$ cat src/rtl/ga_in_framer_if.sv
// Sample/desired input bus and tap-vector launch bus between the framer and its neighbours.
interface ga_in_framer_if #(
    parameter int unsigned DATA_W  = 6,
    parameter int unsigned M_MAX   = 32,
    parameter int unsigned M_MAX_W = $clog2(M_MAX + 1)
);
    logic                  i_x_valid;
    logic [DATA_W-1:0]     i_x;
    logic [DATA_W-1:0]     i_d;
    logic [M_MAX_W-1:0]    cnfg_m;
    logic                  i_flush;
    logic                  ga_ready;
    logic                  o_x_ready;
    logic                  o_valid_pls;
    logic [DATA_W-1:0]     o_v_vec [0:M_MAX-1];
    logic [DATA_W-1:0]     o_d;
    logic [15:0]           o_frame_cntr;
    logic [15:0]           o_drop_cntr;

    // Producer / GA-core side.
    modport master (
        output i_x_valid, i_x, i_d, cnfg_m, i_flush, ga_ready,
        input  o_x_ready, o_valid_pls, o_v_vec, o_d, o_frame_cntr, o_drop_cntr
    );

    // Framer side.
    modport slave (
        input  i_x_valid, i_x, i_d, cnfg_m, i_flush, ga_ready,
        output o_x_ready, o_valid_pls, o_v_vec, o_d, o_frame_cntr, o_drop_cntr
    );
endinterface

$ cat src/rtl/ga_in_framer.sv
// Input framer: buffers {x,d} pairs in a small FIFO, builds an m-tap delay line
// and launches one tap vector per pulse to the GA core.
module ga_in_framer #(
    parameter int unsigned DATA_W     = 6,
    parameter int unsigned M_MAX      = 32,
    parameter int unsigned FIFO_DEPTH = 4,
    parameter int unsigned M_MAX_W    = $clog2(M_MAX + 1)
) (
    input  logic           clk,
    input  logic           rstn,
    ga_in_framer_if.slave  bus
);
    localparam int unsigned PTR_W  = $clog2(FIFO_DEPTH);
    localparam int unsigned CNT_W  = $clog2(FIFO_DEPTH + 1);
    localparam int unsigned ENT_W  = 2 * DATA_W;
    localparam int unsigned FILL_XW = M_MAX_W + 1;

    typedef enum logic [1:0] {IDLE, ISSUE, HOLD} state_e;

    state_e               state_q;
    logic [ENT_W-1:0]     mem_q [FIFO_DEPTH];
    logic [PTR_W-1:0]     wr_ptr_q;
    logic [PTR_W-1:0]     rd_ptr_q;
    logic [CNT_W-1:0]     count_q;
    logic [DATA_W-1:0]    v_q [M_MAX];
    logic [DATA_W-1:0]    d_q;
    logic [M_MAX_W-1:0]   fill_q;
    logic [M_MAX_W-1:0]   m_q;
    logic                 valid_q;
    logic [15:0]          frame_q;
    logic [15:0]          drop_q;

    logic                 full_c;
    logic                 empty_c;
    logic                 push_c;
    logic                 drop_c;
    logic                 pop_c;
    logic                 warm_c;
    logic [M_MAX_W-1:0]   m_eff_c;
    logic [FILL_XW-1:0]   fill_inc_c;
    logic [ENT_W-1:0]     head_c;

    // FIFO status, clamped tap count and pop decision.
    always_comb begin
        full_c     = (count_q == CNT_W'(FIFO_DEPTH));
        empty_c    = (count_q == CNT_W'(0));
        push_c     = bus.i_x_valid && !full_c && !bus.i_flush;
        drop_c     = bus.i_x_valid &&  full_c && !bus.i_flush;
        m_eff_c    = bus.cnfg_m;
        if (bus.cnfg_m == M_MAX_W'(0)) begin
            m_eff_c = M_MAX_W'(1);
        end else if (bus.cnfg_m > M_MAX_W'(M_MAX)) begin
            m_eff_c = M_MAX_W'(M_MAX);
        end
        // fill < m_eff-1 written as fill+1 < m_eff to avoid underflow
        fill_inc_c = {1'b0, fill_q} + FILL_XW'(1);
        warm_c     = (fill_inc_c < {1'b0, m_eff_c});
        pop_c      = (state_q == IDLE) && !empty_c && !bus.i_flush && (warm_c || bus.ga_ready);
        head_c     = mem_q[rd_ptr_q];
    end

    // FIFO storage; no reset needed since reads are gated by the occupancy count.
    always_ff @(posedge clk) begin
        if (push_c) begin
            mem_q[wr_ptr_q] <= {bus.i_x, bus.i_d};
        end
    end

    // Pointers, delay line, fill, counters and launch FSM.
    always_ff @(posedge clk or negedge rstn) begin
        if (!rstn) begin
            state_q  <= IDLE;
            wr_ptr_q <= '0;
            rd_ptr_q <= '0;
            count_q  <= '0;
            for (int k = 0; k < int'(M_MAX); k++) v_q[k] <= '0;
            d_q      <= '0;
            fill_q   <= '0;
            m_q      <= M_MAX_W'(1);
            valid_q  <= 1'b0;
            frame_q  <= '0;
            drop_q   <= '0;
        end else if (bus.i_flush) begin
            state_q  <= IDLE;
            wr_ptr_q <= '0;
            rd_ptr_q <= '0;
            count_q  <= '0;
            for (int k = 0; k < int'(M_MAX); k++) v_q[k] <= '0;
            d_q      <= '0;
            fill_q   <= '0;
            valid_q  <= 1'b0;
        end else begin
            if (push_c) wr_ptr_q <= wr_ptr_q + PTR_W'(1);
            if (pop_c)  rd_ptr_q <= rd_ptr_q + PTR_W'(1);
            count_q <= count_q + CNT_W'(push_c) - CNT_W'(pop_c);
            if (drop_c && (drop_q != 16'hFFFF)) drop_q <= drop_q + 16'd1;
            if (state_q == IDLE) m_q <= m_eff_c;
            if (pop_c) begin
                for (int k = int'(M_MAX) - 1; k > 0; k--) v_q[k] <= v_q[k-1];
                v_q[0] <= head_c[ENT_W-1:DATA_W];
                d_q    <= head_c[DATA_W-1:0];
                if (fill_q != M_MAX_W'(M_MAX)) fill_q <= fill_q + M_MAX_W'(1);
            end
            valid_q <= 1'b0;
            case (state_q)
                IDLE: begin
                    if (pop_c && !warm_c) begin
                        state_q <= ISSUE;
                        valid_q <= 1'b1;
                        frame_q <= frame_q + 16'd1;
                    end
                end
                ISSUE: state_q <= HOLD;
                HOLD:  if (!bus.ga_ready) state_q <= IDLE;
                default: state_q <= IDLE;
            endcase
        end
    end

    // Taps beyond the active count read as zero.
    always_comb begin
        for (int k = 0; k < int'(M_MAX); k++) begin
            bus.o_v_vec[k] = (M_MAX_W'(k) < m_q) ? v_q[k] : '0;
        end
    end

    assign bus.o_x_ready    = !full_c;
    assign bus.o_valid_pls  = valid_q;
    assign bus.o_d          = d_q;
    assign bus.o_frame_cntr = frame_q;
    assign bus.o_drop_cntr  = drop_q;
endmodule

$ cat src/flat_wrapper.sv
// flat-port wrapper written by rule: the top's interface ports become plain ports
module ga_in_framer_flat 
#(
    parameter int unsigned DATA_W     = 6,
    parameter int unsigned M_MAX      = 32,
    parameter int unsigned FIFO_DEPTH = 4,
    parameter int unsigned M_MAX_W    = $clog2(M_MAX + 1)
)
  (clk, rstn, bus_i_x_valid, bus_i_x, bus_i_d, bus_cnfg_m, bus_i_flush, bus_ga_ready, bus_o_x_ready, bus_o_valid_pls, bus_o_v_vec, bus_o_d, bus_o_frame_cntr, bus_o_drop_cntr);
  ga_in_framer_if #(.DATA_W(DATA_W), .M_MAX(M_MAX), .M_MAX_W(M_MAX_W)) bus_i ();
  input  logic clk;
  input  logic rstn;
  input wire logic [$bits(bus_i.i_x_valid)-1:0] bus_i_x_valid;
  input wire logic [$bits(bus_i.i_x)-1:0] bus_i_x;
  input wire logic [$bits(bus_i.i_d)-1:0] bus_i_d;
  input wire logic [$bits(bus_i.cnfg_m)-1:0] bus_cnfg_m;
  input wire logic [$bits(bus_i.i_flush)-1:0] bus_i_flush;
  input wire logic [$bits(bus_i.ga_ready)-1:0] bus_ga_ready;
  output wire logic [$bits(bus_i.o_x_ready)-1:0] bus_o_x_ready;
  output wire logic [$bits(bus_i.o_valid_pls)-1:0] bus_o_valid_pls;
  output wire logic [$bits(bus_i.o_v_vec)-1:0] bus_o_v_vec;
  output wire logic [$bits(bus_i.o_d)-1:0] bus_o_d;
  output wire logic [$bits(bus_i.o_frame_cntr)-1:0] bus_o_frame_cntr;
  output wire logic [$bits(bus_i.o_drop_cntr)-1:0] bus_o_drop_cntr;
  assign bus_i.i_x_valid = bus_i_x_valid;
  assign bus_i.i_x = bus_i_x;
  assign bus_i.i_d = bus_i_d;
  assign bus_i.cnfg_m = bus_cnfg_m;
  assign bus_i.i_flush = bus_i_flush;
  assign bus_i.ga_ready = bus_ga_ready;
  assign bus_o_x_ready = bus_i.o_x_ready;
  assign bus_o_valid_pls = bus_i.o_valid_pls;
  assign bus_o_v_vec = {>>{bus_i.o_v_vec}};
  assign bus_o_d = bus_i.o_d;
  assign bus_o_frame_cntr = bus_i.o_frame_cntr;
  assign bus_o_drop_cntr = bus_i.o_drop_cntr;
  ga_in_framer #(.DATA_W(DATA_W), .M_MAX(M_MAX), .FIFO_DEPTH(FIFO_DEPTH), .M_MAX_W(M_MAX_W)) u_core (.clk(clk), .rstn(rstn), .bus(bus_i));
endmodule
$ cat config.mk
export PLATFORM = sky130hd
export DESIGN_NAME = ga_in_framer_flat
export DESIGN_NICKNAME = d
export VERILOG_FILES = /design/src/rtl/ga_in_framer_if.sv /design/src/rtl/ga_in_framer.sv /design/src/flat_wrapper.sv
export SDC_FILE = /design/constraint.sdc
export NUM_CORES = 1
export LEC_CHECK = 0
export BUFFER_PORTS_ARGS = -buffer_cell sky130_fd_sc_hd__buf_2
export CAP_MARGIN = 20
export CORE_ASPECT_RATIO = 0.9
export CORE_MARGIN = 2
export CORE_UTILIZATION = 51
export CTS_CLUSTER_DIAMETER = 80
export DETAILED_ROUTE_END_ITERATION = 7
export GPL_TIMING_DRIVEN = 0
export HOLD_SLACK_MARGIN = 0.12
export PLACE_DENSITY = 0.78
export SETUP_SLACK_MARGIN = 0.4
export SLEW_MARGIN = 10
export SYNTH_ARGS = -nofsm -noshare
export SYNTH_HDL_FRONTEND = slang
export SYNTH_SLANG_ARGS = --single-unit
$ cat constraint.sdc
create_clock -name clk -period 3.05 [get_ports clk]
set_input_delay 0.1525 -clock clk [delete_from_list [all_inputs] [get_ports clk]]
set_output_delay 0.1525 -clock clk [all_outputs]
set_load 0.1 [all_outputs]
==> run_results.csv <==
group,metric,value,unit
run_status,status,"completed",
grt,grt_max_degree,97,
worst_setup_path,setup.worst_path.start_class,"flip-flop",
cells_and_area,layout_common_cells,"buf_2 (252), dfrtp_1 (248), nand2_1 (245)",
power_and_ir_drop,p_leak,8.21,nW
worst_setup_path,ff2ff_path_depth,12,
clocking,clk_path_buf_depth,3,
hold_path,min_path_type,"primary input to async pin",
yosys,synthCells,1447,
worst_setup_path,crit_fanout,4,
yosys,yosys.area_share.simple,27.5,%
routing,drtPass1Iterations,6,
routing,detailroute.via_count,11300,
worst_setup_path,rrSetupSlack,0.03,ns
routing,ant_nets,0,
routing,wl_per_cell,17.1,um
cells_and_area,stdcell_count,2152,
clocking,numCtsBuffers,34,
grt,grt_usage,24.7,%
floorplan,io_pins,255,
yosys,ys_types,52,
worst_setup_path,r2r-end,"u_core.count_q[1]",
timing,fin_ws,0.0311,ns
yosys,synth_top_area_share,44.0,%
floorplan,die_h,163,um
cells_and_area,fin_area,17700,um^2
yosys,synth_edf_count,48,
yosys,synth_largest_area_cell,"dfrtp_1",
yosys,syn-cell-area,14300,um^2
clocking,clock_sinks,300,
clocking,htreeDepth,2,
timing,fin_worst_skew,0.00790,ns
cells_and_area,nets,1808,
routing,drcViolationCount,0,
cells_and_area,regArea,7750,um^2
timing,relSlewSlack,42.0,%
worst_setup_path,worstReg2RegStart,"u_core.fill_q[0]",
timing,period_minus_slack,3.02,ns
yosys,synthesis.nets,1485,
grt,grtUsageMet1,33.8,%
floorplan,rows,58,
cells_and_area,diodes,0,
placement,dp_slack,-0.357,ns
job,drv_cap,0,
yosys,synth_xor_area_share,2.33,%
clocking,clkTransAtPathRegs,0.06,ns
routing,drt_iter0_markers,870,
cells_and_area,final_common_cell,"buf_2",
grt,grt.busiest_layer,"met2",
floorplan,die_area,29300,um^2
clocking,cts_root_buffer,"clkbuf_16",
yosys,synth-seq-cells,300,
floorplan,coreArea,27700,um^2
power_and_ir_drop,power_density,702,nW/um^2
grt,first_global_vias,11200,
yosys,synthFlopType,"dfrtp_1",
yosys,yosysWarnings,0,
routing,post_drt_via_cell_ratio,5.27,
yosys,synth_fa_ha_area_share,1.37,%
grt,antenna_found_initial,0,
placement,io_buffer_count,253,
grt,grt_pass1_wl,58500,um
yosys,async_flop_share,84.0,%
timing,final-max-slew-violation-count,0,
floorplan,fp.dieW,180,um
timing,fin_crit_sh,99.0,%
power_and_ir_drop,ir_drop,0.803,mV
grt,grt_util_met2,40.8,%
placement,gp_congestion,0.860,
timing,tightest_slew,0.865,ns
placement,place_area,16100,um^2
worst_setup_path,worstPathArrival,3.39,ns
routing,routed_wl,36800,um
yosys,synth-compound-area-share,9.26,%
placement,hpwl,25900,um
cells_and_area,drive_above_1_share,22.9,%
cells_and_area,areaGrowthSynthToFinish,24.2,%
timing,timing.hold.ws,0.231,ns
cells_and_area,multi_input_area,6220,um^2
floorplan,initial_core_util,51.4,%
worst_setup_path,setup.worst_path.end_class,"flip-flop",
yosys,synth_top_family_by_area,"simple AND/OR/NAND/NOR gates",
grt,gr-usage-met3,4.54,%
yosys,synth_top_cells_by_area,"dfrtp_1 (44%), edfxtp_1 (10%), nand2b_1 (8.9%)",
yosys,synth.avg_cell_area,9.85,um^2
grt,grt_overflow,0,
cells_and_area,fillers,2267,
clocking,clock_latency,0.51,ns
timing,report.final.setup_viol,0,
worst_setup_path,path_class,"flip-flop to flip-flop",
timing,finalHoldViolations,0,
worst_setup_path,worstPathRequired,3.42,ns
clocking,cts_tree,"built",
yosys,seq_area_frac_synth,54.3,%
timing,rsz0062_at_grt,"yes",
placement,dp.cells,2063,
yosys,muxShareOfSynthArea,2.12,%
timing,fmax,331,MHz
[synth_stat cells (all sizes together), types with 2 or more instances]
cell type    n
a211oi       2
a21o         3
a21oi       21
a22o         2
a31oi        2
and2       109
and3         2
buf         28
clkbuf      54
dfrtp      251
edfxtp      48
ha          14
inv          9
mux2         2
mux4        12
nand2      245
nand2b     204
nand3       13
nand4       12
nor2        30
nor2b       93
nor3        10
nor4         5
o21a         2
o21ai      216
o31ai        2
or2          2
or3          2
xnor2       26
xor2        12
[layout make-up]
| type | instances | area share [%] |
|---|---|---|
| buffer | 82 | 2.48 |
| clock buffer | 48 | 5.69 |
| clock inverter | 10 | 1.04 |
| inverter | 9 | 0.191 |
| multi-input combinational | 1056 | 35.1 |
| sequential | 300 | 43.8 |
| tap | 360 | 2.54 |
| timing repair buffer | 287 | 9.20 |
[routing by layer]
metal | vias up | wire length (um)
met5 | - | 0
met4 | 0 | 869
met3 | 63 | 2080
met2 | 365 | 17700
met1 | 5514 | 16200
li1 | 5402 | -
[state kept, by name (all words and copies together) (netlist names), 3 cells and up]
register,count
u_core.bus.o_d,6
u_core.m_q,6
u_core.count_q,3
u_core.bus.o_drop_cntr,16
u_core.v_q,192
u_core.bus.o_frame_cntr,16
u_core.fill_q,6
u_core.mem_q,48
[cell families (layout without fill, tap and decap cells)]
logic type      Yosys count  count (layout)
buf+inv                  91             436
compound gates          254             254
mux                      15              15
simple gates            734             734
xor+xnor                 38              38
flops                   300             300
fa+ha+maj                15              15
[power by group]
group | switching [W] | internal, W | total [W]
registers | 0.000202 | 0.00431 | 0.00452
clock network | 0.00162 | 0.00272 | 0.00434
logic | 0.00267 | 0.000907 | 0.00358
total | 0.00449 | 0.00794 | 0.0124
[stage by stage]
step                      setup TNS (ns)  utilization [%]  total power [W]
final                                  0             63.9           0.0124
after global routing              -0.192             63.9           0.0130
after CTS                              0             63.5           0.0124
after detailed placement          -39.23             58.1          0.00801
after global placement           -715.88             57.8          0.00793
after floorplan                        0                -          0.00710
[worst max path at each step]
stage | depth (start not counted) | slack, ns | start | to
CTS | 13 | 0.12 | u_core.fill_q[0] | u_core.count_q[1]
global placement | 1 | -2.76 | rstn | u_core.bus.o_frame_cntr[1]
detailed placement | 10 | -0.36 | u_core.fill_q[2] | u_core.v_q[58]
global route | 12 | -0.1 | u_core.fill_q[0] | u_core.count_q[1]
floorplan | 14 | 0.28 | u_core.fill_q[0] | u_core.count_q[1]
finish | 12 | 0.03 | u_core.fill_q[0] | u_core.count_q[1]
[worst max-delay path: stages (launching register included)]
cell and delay [ns]:
dfrtp_2 0.45, ha_4 0.20, xor2_1 0.14, ha_1 0.31, a211oi_2 0.29, a211o_1 0.30, and2_4 0.21, o21ai_4 0.07
o21ai_2 0.14, ha_2 0.18, inv_2 0.04, fa_2 0.50, nor2_1 0.04
[repair_timing]
item	in CTS	in global routing
setup endpoints to repair	306	348
endpoints found under the hold margin	136	0
resized for setup	18	43
buffers inserted	6	4
pin swaps	9	4
hold buffers	21	0
(Power assumes the default switching activity.)
